`config.mk`:
```
export PLATFORM = sky130hd
export DESIGN_NAME = uart_tx_flat
export DESIGN_NICKNAME = d
export VERILOG_FILES = /design/src/rtl/uart_pkg.sv /design/src/rtl/uart_tx_if.sv /design/src/rtl/uart_tx_fifo.sv /design/src/rtl/uart_tx.sv /design/src/flat_wrapper.sv
export SDC_FILE = /design/constraint.sdc
export NUM_CORES = 1
export LEC_CHECK = 0
export ABC_AREA = 1
export BUFFER_PORTS_ARGS = -buffer_cell sky130_fd_sc_hd__buf_2
export CAP_MARGIN = 0
export CORE_MARGIN = 8
export CORE_UTILIZATION = 30
export DETAILED_ROUTE_END_ITERATION = 16
export GPL_ROUTABILITY_DRIVEN = 0
export PLACE_DENSITY = 0.51
export SYNTH_ARGS = -nofsm -noshare
export SYNTH_HDL_FRONTEND = slang
export SYNTH_SLANG_ARGS = --single-unit
```
`constraint.sdc`:
```
create_clock -name i_clk -period 2.4 [get_ports i_clk]
set_clock_uncertainty 0.2 [all_clocks]
set_input_delay 0.24 -clock i_clk [delete_from_list [all_inputs] [get_ports i_clk]]
set_output_delay 0.24 -clock i_clk [all_outputs]
set_load 0.03 [all_outputs]
```
`src/rtl/uart_pkg.sv`:
```
// rtl/uart_pkg.sv - shared UART constants and transmitter FSM state encoding
// Optional feature macro: UART_TX_PARITY_EN (adds the PARITY state)
// Contents:
//   UART_DATA_W      data bits per character
//   UART_IDLE        line level while no frame is on the wire
//   uart_tx_state_t  transmitter FSM states
package uart_pkg;

  localparam int   UART_DATA_W = 8;
  localparam logic UART_IDLE   = 1'b1;

  typedef enum logic [2:0] {
    S_IDLE   = 3'd0,
    S_START  = 3'd1,
    S_DATA   = 3'd2,
`ifdef UART_TX_PARITY_EN
    S_PARITY = 3'd3,
`endif
    S_STOP   = 3'd4
  } uart_tx_state_t;

endpackage

```
`src/rtl/uart_tx_if.sv`:
```
// rtl/uart_tx_if.sv - byte valid/ready handshake between register block and UART TX
// Signals:
//   i_data   byte offered by the master
//   i_valid  i_data is valid
//   o_ready  slave can accept; a transfer happens when i_valid & o_ready
// Modports: master (register block side), slave (transmitter side)
interface uart_tx_if;
  import uart_pkg::*;

  logic [UART_DATA_W-1:0] i_data;
  logic                   i_valid;
  logic                   o_ready;

  modport master (output i_data, output i_valid, input o_ready);
  modport slave  (input i_data, input i_valid, output o_ready);

endinterface

```
`src/rtl/uart_tx_fifo.sv`:
```
// rtl/uart_tx_fifo.sv - synchronous FIFO with registered occupancy count
// Parameters: WIDTH (entry width), DEPTH (entries, power of two, >= 2)
// Ports:
//   i_clk, i_rst   clock, synchronous active-high reset (flushes contents)
//   i_push, i_data write one entry; ignored when full
//   i_pop          drop the head entry; ignored when empty
//   o_data         head entry (valid when !o_empty)
//   o_full/o_empty status decoded from the registered count
//   o_count        number of stored entries (one bit wider than pointers)
module uart_tx_fifo #(
  parameter  int WIDTH = 8,
  parameter  int DEPTH = 4,
  localparam int AW    = $clog2(DEPTH)
) (
  input  logic             i_clk,
  input  logic             i_rst,
  input  logic             i_push,
  input  logic [WIDTH-1:0] i_data,
  input  logic             i_pop,
  output logic [WIDTH-1:0] o_data,
  output logic             o_full,
  output logic             o_empty,
  output logic [AW:0]      o_count
);

  logic [WIDTH-1:0] mem_q [DEPTH];
  logic [AW-1:0]    wr_ptr_q, rd_ptr_q;
  logic [AW:0]      count_q;
  logic             do_push, do_pop;

  assign do_push = i_push && !o_full;
  assign do_pop  = i_pop && !o_empty;

  // The count never exceeds DEPTH, a power of two, so its MSB alone marks full.
  assign o_full  = count_q[AW];
  assign o_empty = (count_q == '0);
  assign o_count = count_q;
  assign o_data  = mem_q[rd_ptr_q];

  always_ff @(posedge i_clk) begin
    if (i_rst) begin
      wr_ptr_q <= '0;
      rd_ptr_q <= '0;
      count_q  <= '0;
    end else begin
      if (do_push) wr_ptr_q <= wr_ptr_q + 1'b1;
      if (do_pop)  rd_ptr_q <= rd_ptr_q + 1'b1;
      case ({do_push, do_pop})
        2'b10:   count_q <= count_q + 1'b1;
        2'b01:   count_q <= count_q - 1'b1;
        default: count_q <= count_q;
      endcase
    end
  end

  // Storage needs no reset; only entries covered by the count are ever read.
  always_ff @(posedge i_clk) begin
    if (do_push) mem_q[wr_ptr_q] <= i_data;
  end

endmodule

```
`src/rtl/uart_tx.sv`:
```
// rtl/uart_tx.sv - UART transmitter: FIFO-buffered, LSB-first, baud-tick driven
// Optional feature macro: UART_TX_PARITY_EN (even parity bit after the data bits)
// Parameters: FIFO_DEPTH (power of two, >= 2), STOP_BITS (1 or 2)
// Ports:
//   i_clk        system clock
//   i_rst        synchronous active-high reset
//   i_baud_tick  one-cycle strobe per bit period
//   bus          slave side of the byte handshake (i_data/i_valid/o_ready)
//   o_tx         serial line, idle high
//   o_busy       frame in progress or bytes queued (registered)
module uart_tx
  import uart_pkg::*;
#(
  parameter int FIFO_DEPTH = 4,
  parameter int STOP_BITS  = 1
) (
  input  logic        i_clk,
  input  logic        i_rst,
  input  logic        i_baud_tick,
  uart_tx_if.slave    bus,
  output logic        o_tx,
  output logic        o_busy
);

  localparam int   AW        = $clog2(FIFO_DEPTH);
  // stopcnt value on the last stop-bit tick
  localparam logic STOP_LAST = (STOP_BITS == 2);

  uart_tx_state_t         state_q, state_d;
  logic [UART_DATA_W-1:0] sh_q, sh_d;
  logic [2:0]             bitcnt_q, bitcnt_d;
  logic                   stopcnt_q, stopcnt_d;
  logic                   tx_q, tx_d;
  logic                   busy_q, busy_d;
`ifdef UART_TX_PARITY_EN
  logic                   parity_q, parity_d;
`endif

  logic                   push, pop, take;
  logic                   fifo_full, fifo_empty;
  logic [AW:0]            fifo_count;
  logic [UART_DATA_W-1:0] fifo_data;

  assign bus.o_ready = !fifo_full;
  assign push        = bus.i_valid && !fifo_full;
  assign o_tx        = tx_q;
  assign o_busy      = busy_q;

  uart_tx_fifo #(
    .WIDTH (UART_DATA_W),
    .DEPTH (FIFO_DEPTH)
  ) u_fifo (
    .i_clk   (i_clk),
    .i_rst   (i_rst),
    .i_push  (push),
    .i_data  (bus.i_data),
    .i_pop   (pop),
    .o_data  (fifo_data),
    .o_full  (fifo_full),
    .o_empty (fifo_empty),
    .o_count (fifo_count)
  );

  always_ff @(posedge i_clk) begin
    if (i_rst) begin
      state_q   <= S_IDLE;
      sh_q      <= '0;
      bitcnt_q  <= '0;
      stopcnt_q <= 1'b0;
      tx_q      <= UART_IDLE;
      busy_q    <= 1'b0;
`ifdef UART_TX_PARITY_EN
      parity_q  <= 1'b0;
`endif
    end else begin
      state_q   <= state_d;
      sh_q      <= sh_d;
      bitcnt_q  <= bitcnt_d;
      stopcnt_q <= stopcnt_d;
      tx_q      <= tx_d;
      busy_q    <= busy_d;
`ifdef UART_TX_PARITY_EN
      parity_q  <= parity_d;
`endif
    end
  end

  always_comb begin
    state_d   = state_q;
    sh_d      = sh_q;
    bitcnt_d  = bitcnt_q;
    stopcnt_d = stopcnt_q;
    tx_d      = tx_q;
    take      = 1'b0;
    pop       = 1'b0;
`ifdef UART_TX_PARITY_EN
    parity_d  = parity_q;
`endif

    if (i_baud_tick) begin
      case (state_q)
        S_IDLE: begin
          tx_d = UART_IDLE;
          take = !fifo_empty;
        end
        S_START: begin
          tx_d     = sh_q[0];
          bitcnt_d = 3'd0;
          state_d  = S_DATA;
        end
        S_DATA: begin
          if (bitcnt_q != 3'd7) begin
            sh_d     = sh_q >> 1;
            tx_d     = sh_q[1];
            bitcnt_d = bitcnt_q + 3'd1;
          end else begin
`ifdef UART_TX_PARITY_EN
            tx_d      = parity_q;
            state_d   = S_PARITY;
`else
            tx_d      = UART_IDLE;
            stopcnt_d = 1'b0;
            state_d   = S_STOP;
`endif
          end
        end
`ifdef UART_TX_PARITY_EN
        S_PARITY: begin
          tx_d      = UART_IDLE;
          stopcnt_d = 1'b0;
          state_d   = S_STOP;
        end
`endif
        S_STOP: begin
          if (stopcnt_q == STOP_LAST) begin
            // Chain straight into the next start bit when a byte is waiting.
            take    = !fifo_empty;
            tx_d    = UART_IDLE;
            state_d = S_IDLE;
          end else begin
            stopcnt_d = 1'b1;
            tx_d      = UART_IDLE;
          end
        end
        default: begin
          tx_d    = UART_IDLE;
          state_d = S_IDLE;
        end
      endcase
    end

    if (take) begin
      pop     = 1'b1;
      sh_d    = fifo_data;
      tx_d    = 1'b0;
      state_d = S_START;
`ifdef UART_TX_PARITY_EN
      // Parity is latched at load time because the shift register is consumed.
      parity_d = ^fifo_data;
`endif
    end

    // Busy if a frame continues or the FIFO holds anything after this cycle.
    busy_d = (state_d != S_IDLE) || push || (fifo_count > {{AW{1'b0}}, pop});
  end

endmodule

```
`src/flat_wrapper.sv`:
```
// flat-port wrapper written by rule: the top's interface ports become plain ports
module uart_tx_flat import uart_pkg::*;
#(
  parameter int FIFO_DEPTH = 4,
  parameter int STOP_BITS  = 1
)
  (i_clk, i_rst, i_baud_tick, o_tx, o_busy, bus_i_data, bus_i_valid, bus_o_ready);
  uart_tx_if bus_i ();
  input  logic i_clk;
  input  logic i_rst;
  input  logic i_baud_tick;
  output logic o_tx;
  output logic o_busy;
  input wire logic [$bits(bus_i.i_data)-1:0] bus_i_data;
  input wire logic [$bits(bus_i.i_valid)-1:0] bus_i_valid;
  output wire logic [$bits(bus_i.o_ready)-1:0] bus_o_ready;
  assign bus_i.i_data = bus_i_data;
  assign bus_i.i_valid = bus_i_valid;
  assign bus_o_ready = bus_i.o_ready;
  uart_tx #(.FIFO_DEPTH(FIFO_DEPTH), .STOP_BITS(STOP_BITS)) u_core (.i_clk(i_clk), .i_rst(i_rst), .i_baud_tick(i_baud_tick), .bus(bus_i), .o_tx(o_tx), .o_busy(o_busy));
endmodule
```
==> out/metrics.cfg <==
[drt]
routed_wl_mm=5.26
detail_route.vias_per_cell=4.17
drc=0
drtIter0Drc=80
vias=1961
antenna_left=0
wl_per_cell_um=11.2
first_pass_iters=4

[clock_tree]
cts.repair.resized=0
cts_root_buf=clkbuf_8
cts_tree=done
clkLatencyLatePin_ns=0.32
numCtsBuffers=9
cts.clk_slew.worst_paths_ns=0.07
cts.sinks=57
cts.hold.buffers_added=9
clockBufferDepth=2
htreeDepth=3
cts_setup_buffers=0

[power]
switching_power_mw=1.06
irDropWorstVdd_mv=0.290
p_sw_frac=0.347
pwr-share-comb=0.302
internal-power_mw=1.99
clockPowerShare=0.275
sequentialPowerShare=0.424
p_leak_nw=1.51
powerDensity_nw_per_um2=939

[floorplan]
fp.dieH_um=112
start_util=0.306
fp-row-count=35
dieWidth_um=112
coreArea_sq_um=9110
die-area_sq_um=12600
io_pins=15

[synth]
synth.distinct_cells=27
ys_seq_area_frac=0.524
netlist.area_leader.share=0.345
synth-edff-count=32
synth_seq_cells=57
synthTopCellsByArea=edfxtp_1, dfxtp_1, nand2_1
syn_area_per_cell_sq_um=8.60
synth_most_common_cell=nand2_1
syn_inst=324
synth_ff_type=edfxtp_1
netlist_area_sq_um=2790
ys_async_sr_fraction=0
ys_warn_count=0
synth_nets=345
yosys.area.top_type=edfxtp_1
synth_common_cells=nand2_1, inv_1, edfxtp_1, nand3_1, dfxtp_1

[critical_path]
crit_fanout=3
worstSetupEndpointType=flop
worstSetupStartpoint=u_core.u_fifo.o_count[0]
reg2reg_from=u_core.u_fifo.o_count[0]
path_class=reg2reg
startpoint_type=flop
crit_required_ns=2.46
cp.arrival_ns=2.16

[outcome]
status=complete, no violations

[sta]
fin_setup_tns_ns=0
finalMaxSlewViolations=0
rsz0062_at_grt=no
setup_viol=0
setup_ws_ns=0.303
max_slew_margin=0.638
worst_pin_slew_ns=0.543
fin_crit_ns=2.10
fin_crit_sh=0.874
timing.fmax_ghz=0.477
timing_hold_violations_final=0

[grt]
grt_pass1_vias=1931
grt.total_usage=0.0899
grt_max_degree=19
grt_pass1_wl_mm=9.08
antenna_found_initial=0
grt_overflow=0

[layout]
fillers=967
final_nets=376
drive_gt1_frac=0.153
antennaDiodeCount=0
area_growth_pct=16.2

[hold_path]
min_from=bus_i_valid
hp-class=in2reg

[place]
dp_slack_ns=0.340
numPortBuffers=14
dp_hpwl_mm=3.65

[flow_run]
cap_violations=0

-- power by group through the flow --
stage | logic (mW) | registers [mW] | clock network, mW
6_report | 0.918 | 1.29 | 0.837
5_1_grt | 1.06 | 1.31 | 0.903
4_1_cts | 0.931 | 1.29 | 0.872
3_5_place_dp | 0.912 | 1.31 | 0
3_3_place_gp | 0.896 | 1.31 | 0
2_1_floorplan | 0.752 | 1.29 | 0
-- worst max-delay path: stages, from the launching register on --
cell	delay (ns)
dfxtp_1	0.34
inv_1	0.10
nand2_2	0.12
nand2_2	0.09
nor2_4	0.10
ha_1	0.14
inv_1	0.07
fa_1	0.39
a21oi_1	0.15
o21ai_0	0.12
nand2_1	0.08
nand2_1	0.04
nor2_1	0.09
-- state kept, by name, indices dropped and copies added (netlist names), named ones only --
register and flops:
u_core.u_fifo.rd_ptr_q 2, u_core.u_fifo.wr_ptr_q 2, u_core.sh_q 8, u_core.o_tx 1, u_core.u_fifo.o_count 3, u_core.u_fifo.mem_q 32, u_core.o_busy 1, u_core.bitcnt_q 3
u_core.state_q 3
-- metrics by stage --
stage          instance area (sq um)  hold WS [ns]  cells  utilization  power [mW]
6_report                        3240        0.0387    470        0.356        3.04
5_1_grt                         3240        0.0723    470        0.356        3.27
4_1_cts                         3240        0.0187    470        0.356        3.09
3_5_place_dp                    2970         0.252    446        0.326        2.22
3_3_place_gp                    2970         0.240    446        0.326        2.20
2_1_floorplan                   2790         0.139    324            -        2.04
-- cells by family (layout without fill, tap and decap cells) --
family	after synthesis	in the layout	share of synthesized area
and+or+nand+nor	160	160	0.268
buffers and inverters	73	108	0.117
DFF	57	57	0.524
AOI/OAI and AO/OA	23	23	0.0413
adders and majority gates	9	9	0.0431
xor gates and xnor gates	2	2	0.00628
-- path summary, 6_finish.rpt --
check	cells after the start	slack, ns	to
worst min register to register	1	0.26	u_core.u_fifo.o_count[0]
worst min-delay path	5	0.04	u_core.o_busy
worst max-delay path	12	0.30	u_core.u_fifo.o_count[2]
worst max register to register	12	0.30	u_core.u_fifo.o_count[2]
-- placed cells by master, fill, tap and decap left out, types with 5 or more instances in the layout --
master / Yosys / layout
nor2_2: 5 / 5
edfxtp_1: 32 / 32
inv_1: 57 / 57
a21oi_1: 10 / 10
buf_2: 3 / 14
clkbuf_8: 0 / 9
dfxtp_1: 25 / 25
nand3_1: 27 / 27
dlygate4sd3_1: 0 / 9
o21ai_0: 11 / 11
nor2_1: 23 / 23
nand2_1: 92 / 92
buf_4: 2 / 6
ha_1: 8 / 8
-- area by class of cell --
cell class | instances | area, sq um | area share
Clock buffer | 9 | 124 | 0.0382
Clock inverter | 6 | 60.1 | 0.0185
Inverter | 64 | 250 | 0.0772
Multi-Input combinational cell | 194 | 1000 | 0.309
Sequential cell | 57 | 1460 | 0.451
Tap cell | 111 | 139 | 0.0429
Timing Repair Buffer | 29 | 205 | 0.0633
-- routing by layer --
layer	vias to the layer above	GRT usage	routed length [um]
met5	-	0	0
met4	0	0.0378	80
met3	5	0.0268	131
met2	17	0.152	2510
met1	877	0.104	2540
li1	1062	-	-
No activity file was read; power rests on OpenSTA's default activity.
